## config.mk

```make
export PLATFORM = sky130hd
export DESIGN_NAME = muldiv_unit
export DESIGN_NICKNAME = d
export VERILOG_FILES = /design/src/rtl/muldiv_unit.sv
export SDC_FILE = /design/constraint.sdc
export NUM_CORES = 1
export LEC_CHECK = 0
export BUFFER_PORTS_ARGS = -buffer_cell sky130_fd_sc_hd__buf_2
export CAP_MARGIN = 15
export CORE_UTILIZATION = 40
export CTS_CLUSTER_SIZE = 14
export DETAILED_ROUTE_END_ITERATION = 7
export GPL_ROUTABILITY_DRIVEN = 0
export MAX_ROUTING_LAYER = met4
export PLACE_DENSITY_LB_ADDON = 0.05
export SYNTH_ARGS = -nofsm -noshare
export SYNTH_HDL_FRONTEND = slang
export SYNTH_SLANG_ARGS = --single-unit
```

## constraint.sdc

```tcl
create_clock -name clk -period 9.1 [get_ports clk]
set_clock_uncertainty 0.05 [all_clocks]
set_input_delay 0.455 -clock clk [delete_from_list [all_inputs] [get_ports clk]]
set_output_delay 0.455 -clock clk [all_outputs]
set_load 0.02 [all_outputs]
```

## src/rtl/muldiv_unit.sv

```systemverilog
// Iterative RV32M multiply/divide: radix-2 shift-add / restoring divide on magnitudes.
// Fixed 33-edge start-to-done latency for every op; start is ignored while busy.
module muldiv_unit (
   input  logic        clk,
   input  logic        rst,
   input  logic        start,
   input  logic        flush,
   input  logic [2:0]  op,
   input  logic [31:0] a,
   input  logic [31:0] b,
   output logic        busy,
   output logic        done,
   output logic [31:0] result
);

   typedef enum logic [1:0] {IDLE, CALC, DONE} state_t;

   localparam logic [2:0] OP_MUL    = 3'd0;
   localparam logic [2:0] OP_MULH   = 3'd1;
   localparam logic [2:0] OP_MULHSU = 3'd2;
   localparam logic [2:0] OP_DIV    = 3'd4;
   localparam logic [2:0] OP_REM    = 3'd6;

   state_t      state, state_nxt;
   logic [4:0]  cnt;
   logic [2:0]  op_q;
   logic [31:0] a_q;
   logic        bz_q;
   logic        neg_q;
   logic [31:0] mag_d;
   logic [63:0] acc;

   logic        accept;
   logic        sa, sb, neg_in;
   logic [31:0] abs_a, abs_b;
   logic [32:0] mul_sum, rem_sh, rem_new;
   logic        div_ge;
   logic [63:0] acc_nxt, fix64;
   logic [31:0] quo_fix, rem_fix, fin;

   assign accept = (state == IDLE) && start && !flush;

   always_comb begin
      sa     = a[31] & (op == OP_MULH || op == OP_MULHSU || op == OP_DIV || op == OP_REM);
      sb     = b[31] & (op == OP_MULH || op == OP_DIV || op == OP_REM);
      abs_a  = sa ? (~a + 32'd1) : a;
      abs_b  = sb ? (~b + 32'd1) : b;
      // Remainder takes the dividend's sign; everything else is sign(a) ^ sign(b).
      neg_in = (op == OP_REM) ? sa : (sa ^ sb);
   end

   // Multiply: acc = {partial, multiplier}; shift right, adding multiplicand on lsb.
   // Divide:   acc = {remainder, dividend/quotient}; shift left, subtract if it fits.
   always_comb begin
      mul_sum = {1'b0, acc[63:32]} + (acc[0] ? {1'b0, mag_d} : 33'd0);
      rem_sh  = {acc[63:32], acc[31]};
      div_ge  = rem_sh >= {1'b0, mag_d};
      rem_new = div_ge ? (rem_sh - {1'b0, mag_d}) : rem_sh;
      acc_nxt = op_q[2] ? {rem_new[31:0], acc[30:0], div_ge} : {mul_sum, acc[31:1]};
   end

   always_comb begin
      fix64   = neg_q ? (~acc_nxt + 64'd1) : acc_nxt;
      quo_fix = neg_q ? (~acc_nxt[31:0] + 32'd1) : acc_nxt[31:0];
      rem_fix = neg_q ? (~acc_nxt[63:32] + 32'd1) : acc_nxt[63:32];
      fin     = 32'd0;
      case (op_q)
         OP_MUL:            fin = fix64[31:0];
         3'd1, 3'd2, 3'd3:  fin = fix64[63:32];
         3'd4, 3'd5:        fin = bz_q ? 32'hFFFF_FFFF : quo_fix;
         default:           fin = bz_q ? a_q : rem_fix;
      endcase
   end

   always_ff @(posedge clk or posedge rst) begin
      if (rst) state <= IDLE;
      else     state <= state_nxt;
   end

   always_comb begin
      state_nxt = state;
      case (state)
         IDLE: if (accept) state_nxt = CALC;
         CALC: begin
            if (flush)              state_nxt = IDLE;
            else if (cnt == 5'd31)  state_nxt = DONE;
         end
         DONE:    state_nxt = IDLE;
         default: state_nxt = IDLE;
      endcase
   end

   assign busy = (state != IDLE);
   assign done = (state == DONE) && !flush;

   always_ff @(posedge clk or posedge rst) begin
      if (rst) begin
         cnt    <= 5'd0;
         op_q   <= 3'd0;
         a_q    <= 32'd0;
         bz_q   <= 1'b0;
         neg_q  <= 1'b0;
         mag_d  <= 32'd0;
         acc    <= 64'd0;
         result <= 32'd0;
      end else if (accept) begin
         cnt   <= 5'd0;
         op_q  <= op;
         a_q   <= a;
         bz_q  <= (b == 32'd0);
         neg_q <= neg_in;
         mag_d <= op[2] ? abs_b : abs_a;
         acc   <= {32'd0, (op[2] ? abs_a : abs_b)};
      end else if (state == CALC && !flush) begin
         acc <= acc_nxt;
         cnt <= cnt + 5'd1;
         if (cnt == 5'd31) result <= fin;
      end
   end

endmodule

```

# After elaboration in Yosys (flattened, before gate mapping)
# Cells that the tools add are included.
# totals
word_cells	82
ff_bits	172
output_inout_bits	34
in_bits	71
# op_classes
n_reduce_logical	19
magnitude_cmp	1
addsub	8
n_eq_ne	14
n_bitwise	9
muxes	22
# op_table
operator	n
2-to-1 mux 32 bit	10
2-to-1 mux 64 bit	4
adder 32 x 1 -> 32 bit, second input constant	4
NOT 32 bit	4
case mux 32 bit (3 select lines)	1
adder 64 x 1 -> 64 bit, second input constant	1
NOT 64 bit	1
adder 32 x 32 -> 33 bit	1
greater-or-equal comparator 33 x 32 -> 1 bit	1
zero test 32 bit	1
subtractor 32 bit	1
== test 3 bit, second input constant	4
2-to-1 mux 5 bit	2
== test 3 x 2 -> 1 bit, second input constant	3
== test 3 x 1 -> 1 bit, second input constant	2
2-to-1 mux 2 bit	3
adder 5 x 1 -> 5 bit, second input constant	1
== test 5 bit, second input constant	1
logical OR 1 bit	5
logical AND 1 bit	4
case mux 2 bit (2 select lines)	1
nonzero test 2 bit	2
zero test 3 bit	1
inequality test 3 bit, second input constant	1
other kinds (13)	14

# Depth between registers and ports, before layout
# depth
ltp_word	8
ltp_mapped	23
mapped_depth_nobuf	21

# Least setup slack after synthesis
# OpenSTA, ideal clock, no wires.
# synth_path
path_kind	flip-flop to flip-flop
start	register op_q[2]
end	register result[28]
setup_ns	0.126
t_required_ns	8.924
period_less_slack_ns	4.964
slack_ns	4.136
path_stages_with_launch	20
arrival_ns	4.788
path_buffers	6
cell_sequence	dfrtp_1 buf_1 buf_2 buf_2 clkbuf_1 buf_2 buf_1 mux2i_1 ha_1 nor3b_1 o221a_2 nand2_1 or2_2 nand2b_1 or2_2 o21ai_0 xor2_1 a221oi_1 o311ai_0 o32a_1
# synth_between
elab_chain_len	6
elab_cells_between_ends	21
cone_classes	3 x add/sub; 5 x eq/ne; 7 x mux; 3 x bitwise; 3 x reduce/logical
# synth_rtl
element	line	source
start: declaration	26	logic [2:0] op_q;
start signal: assignment	108	op_q <= op;
2-to-1 mux 64 bit	59	acc_nxt = op_q[2] ? {rem_new[31:0], acc[30:0], div_ge} : {mul_sum, acc[31:1]};
NOT 32 bit (on tied branches)	65, 64	
adder 32 x 1 -> 32 bit (on tied branches)	65, 64	
2-to-1 mux 32 bit (on tied branches)	65, 64	
2-to-1 mux 32 bit (on tied branches)	71, 70	
case mux 32 bit (3 select lines) (*)	67	case (op_q)
end signal: assignment	117	if (cnt == 5'd31) result <= fin;
end: declaration	13	output logic [31:0] result
# Every way passes the cells marked *; elsewhere a longest branch is shown, timed or not.
# A chain may end at the register's enable or synchronous reset.

# Worst setup path in the final report
# layout_path
start	register mag_d[20]
end	register result[28]
# layout_between
elab_chain_len	8
elab_cells_between_ends	18
cone_classes	5 x add/sub; 1 x order compare; 9 x mux; 3 x bitwise
# layout_rtl
element	line	source
start: declaration	30	logic [31:0] mag_d;
start signal: assignment	112	mag_d <= op[2] ? abs_b : abs_a;
2-to-1 mux 32 bit, or another cell as far along	55	mul_sum = {1'b0, acc[63:32]} + (acc[0] ? {1'b0, mag_d} : 33'd0);
adder 32 x 32 -> 33 bit or 2-to-1 mux 32 bit (tied branches)	55, 58	
2-to-1 mux 64 bit (*)	59	
NOT 32 bit	65	rem_fix = neg_q ? (~acc_nxt[63:32] + 32'd1) : acc_nxt[63:32];
adder 32 x 1 -> 32 bit	65	
2-to-1 mux 32 bit	65	
2-to-1 mux 32 bit	71	default: fin = bz_q ? a_q : rem_fix;
case mux 32 bit (3 select lines) (*)	67	
# Marks and branches as above.

==> impl_metrics.toml <==
[die]
rows = 75
die_y_um = 208.3
die_x_um = 208.3
fp.dieArea_sq_um = 43380
placeable_core_area_sq_um = 41950
initial_core_util_pct = 40.58
ios = 105

[power_and_ir_drop]
worst_ir_drop_vdd_v = 0.0001411
overall_power_of_the_completed_layout_mw = 6.477
power.static_leakage_nw = 7.870
power_density_cells_nw_per_um2 = 347.7

[grt]
groute.layer.met1.usage_pct = 44.34
grt_start_max_net_pins = 118
grt_busiest_layer = "met2"
gr-usage-all-layers_pct = 34.06
number_of_antenna_violations_at_the_first_check_in_global_routing = 0
first_global_vias = 16610
grt_pass1_wl_mm = 107.5
grt.overflow.total = 0
met2_usage_pct = 52.17
grt_util_met3_pct = 4.634

[placed_design]
place.port_buffers = 104
dpl.cell_count = 2838
hpwl_mm = 56.41

[cts]
clk_pin_slew_worst_paths_ns = 0.08
cts_htree_levels = 4
clock_insertion_delay_worst_skew_ns = 0.49
cts_made_buffers = 17
tritoncts = "done"
cts_max_path_buffers = 2
cts_num_sinks = 172
cts_root_buf = "clkbuf_16"

[layout]
finish.net_count = 2462
area_growth_pct = 9.439
drive_above_1_share_pct = 9.991
final_cell_count_no_fill = 2872
layout.area.seq_sq_um = 4309
n_fill_cell = 4301
area_occupied_by_multi_input_gates_sq_um = 11950

[synthesis]
ys_seq_area_share_pct = 25.29
synthesis.instances = 2294
synthesis.nets = 2437
postSynth.asyncResetShare_pct = 100.0
synth.cell_area_sq_um = 17020
avgSynthCellArea_sq_um = 7.420
synth.lib_cells_used.distinct = 95
ys_ff_latch = 172
synth-main-ff-cell = "dfrtp_1"
ys_warn_count = 0
synth-edff-count = 0

[detailed_routing]
wirelength_mm = 72.07
dr_total_vias = 17980
drt_wl_cell_um = 25.10
drtAntennaViolNets = 0
first_pass_iteration_count_of_the_detailed_router = 8
drtIter0Drc = 1975
route.detailed.vias_per_inst = 6.260
route.detailed.drc = 0

[worst_setup_path]
critical_path_class = "flop to flop"
critical_path_required_ns = 9.42
path_max_fanout = 18
end_kind = "flop"
worstPathArrival_ns = 7.38
r2r_start = "mag_d[20]$_DFFE_PP0P_"
worst_reg_to_reg_setup_slack_ns = 2.04
element_type_at_the_critical_path_start = "flop"
regToRegEndpoint = "result[28]$_DFFE_PP0P_"
r2r.worst_path.cells = 20

[sta]
period_share_pct = 77.62
clock.fmax_mhz = 141.6
worst_pin_slew_ns = 1.253
endpoints_failing_setup = 0
report.final.hold_viol_count = 0
slew_headroom_pct = 15.77
layout_min_cycle_time_ns = 7.064
fin_tns_setup_ns = 0
final_max_slew_viol_count = 0
setup_repair_after_global_routing_missed_its_margin = "false"

[worst_hold_path]
hp-start = "a[30]"
hp-class = "primary input to flop"
min_delay_path_depth = 3
min_delay_worst_endpoint = "a_q[30]$_DFFE_PP0P_"

[job]
max-cap-violations = 0

[status]
run_status = "complete, no violations"
-- report_power, final --
group | internal [mW] | switching [mW] | total [mW]
registers | 0.936 | 0.219 | 1.15
logic | 1.48 | 3.02 | 4.50
clock network | 0.443 | 0.380 | 0.823
-- flip-flops by register name, indices dropped and copies added (netlist names) --
signal / cells
bz_q: 1
mag_d: 32
op_q: 3
result: 32
a_q: 32
state: 2
cnt: 5
neg_q: 1
acc: 64
-- routing by layer --
layer  wire length (um)  up-vias
met5                  0        -
met4               3540        0
met3               4809      127
met2              32340      747
met1              31380     8695
li1                   -     8410
-- through the flow --
| step | utilization [%] | setup WS (ns) | hold WS [ns] | instance area, sq um |
|---|---|---|---|---|
| after floorplan | - | 3.935 | 0.3904 | 17020 |
| after global placement | 42.88 | 2.525 | 0.4083 | 17980 |
| after detailed placement | 42.88 | 2.407 | 0.4148 | 17980 |
| after CTS | 44.40 | 2.377 | 0.1485 | 18630 |
| after global routing | 44.40 | 1.702 | 0.1887 | 18630 |
| final | 44.41 | 2.036 | 0.1697 | 18630 |
-- cells by family after synthesis --
logic type | synth area share [%]
flip-flops | 25.29
buffers and inverters | 4.594
AO/OA/AOI/OAI | 29.89
adder cells (fa/ha/maj) | 5.381
multiplexers | 3.109
XOR/XNOR | 8.130
AND/OR/NAND/NOR | 23.61
-- area by class of cell --
type	count	area share [%]
inverters	67	1.377
well taps	539	3.620
clock inverters	15	1.102
flip-flops and latches	172	23.13
repair buffers	141	4.312
multi-input cells	1920	64.16
clock buffers	17	2.284
diodes	1	0.01343
-- critical path: stages, from the launching register on --
cell      delay [ns]
dfrtp_1         0.38
inv_1           0.06
ha_1            0.39
a21oi_1         0.24
o21ai_0         0.19
a21o_1          0.28
a211oi_4        0.84
nand3_1         0.63
o21ai_0         0.30
ha_1            0.23
nor3b_1         0.24
o221a_2         0.24
nand2_1         0.06
or2_2           0.29
nand2b_1        0.23
or2_2           0.31
o21ai_0         0.19
xor2_1          0.11
a221oi_1        0.84
o311ai_0        0.41
o32a_1          0.43
-- cells in the mapped netlist, types with 21 or more instances --
cell type	instances	area, sq um
a211oi_1	25	187.7
a21oi_1	197	986.0
nand4_1	23	143.9
o31ai_1	21	157.7
mux2i_1	45	450.4
clkbuf_1	109	409.1
nand3_1	38	190.2
nor2_1	190	713.2
dfrtp_1	172	4304
nor3_1	64	320.3
o21ai_0	231	1156
and2_1	42	262.8
xor2_1	76	665.6
o211ai_1	45	337.8
xnor2_1	82	718.2
a31oi_1	38	237.7
or3_1	23	143.9
nand2_1	351	1318
ha_1	70	875.8
inv_1	65	244.0
-- worst max path at each step --
stage / from / endpoint
3_5_place_dp: mag_d[20]$_DFFE_PP0P_ / result[28]$_DFFE_PP0P_
6_report: mag_d[20]$_DFFE_PP0P_ / result[28]$_DFFE_PP0P_
5_1_grt: mag_d[20]$_DFFE_PP0P_ / result[28]$_DFFE_PP0P_
4_1_cts: mag_d[20]$_DFFE_PP0P_ / result[28]$_DFFE_PP0P_
3_3_place_gp: acc[53]$_DFFE_PP0P_ / result[28]$_DFFE_PP0P_
2_1_floorplan: rst / a_q[0]$_DFFE_PP0P_
-- cell usage in the layout, fill, tap and decap left out, types with 11 or more instances in the layout --
cell and instances:
nand2_1 350, o21ai_0 231, a21oi_1 197, nor2_1 189, dfrtp_1 170, buf_2 103
xnor2_1 82, xor2_1 76, ha_1 70, inv_1 64, nor3_1 64, o211ai_1 45
mux2i_1 45, and2_1 42, nand3_1 38, a31oi_1 38, buf_4 37, a211oi_1 25
or3_1 23, nand4_1 23, o31ai_1 21, a22o_1 20, a21o_1 20, o221ai_1 20
nand2b_1 17, clkbuf_16 17, o21a_1 16, nor4_1 15, o21bai_1 14, a221oi_1 13
or2_2 12, nor2b_1 12, and3_1 11, o22ai_1 11, a21boi_0 11
-- what timing repair did --
item                                    4_1_cts  5_1_grt
endpoints found under the setup margin        0        0
resized for setup                             0        0
setup buffers                                 0        0
hold buffers                                  1        0
hold endpoints to repair                     42        0
Power figures use the tool's default switching activity.
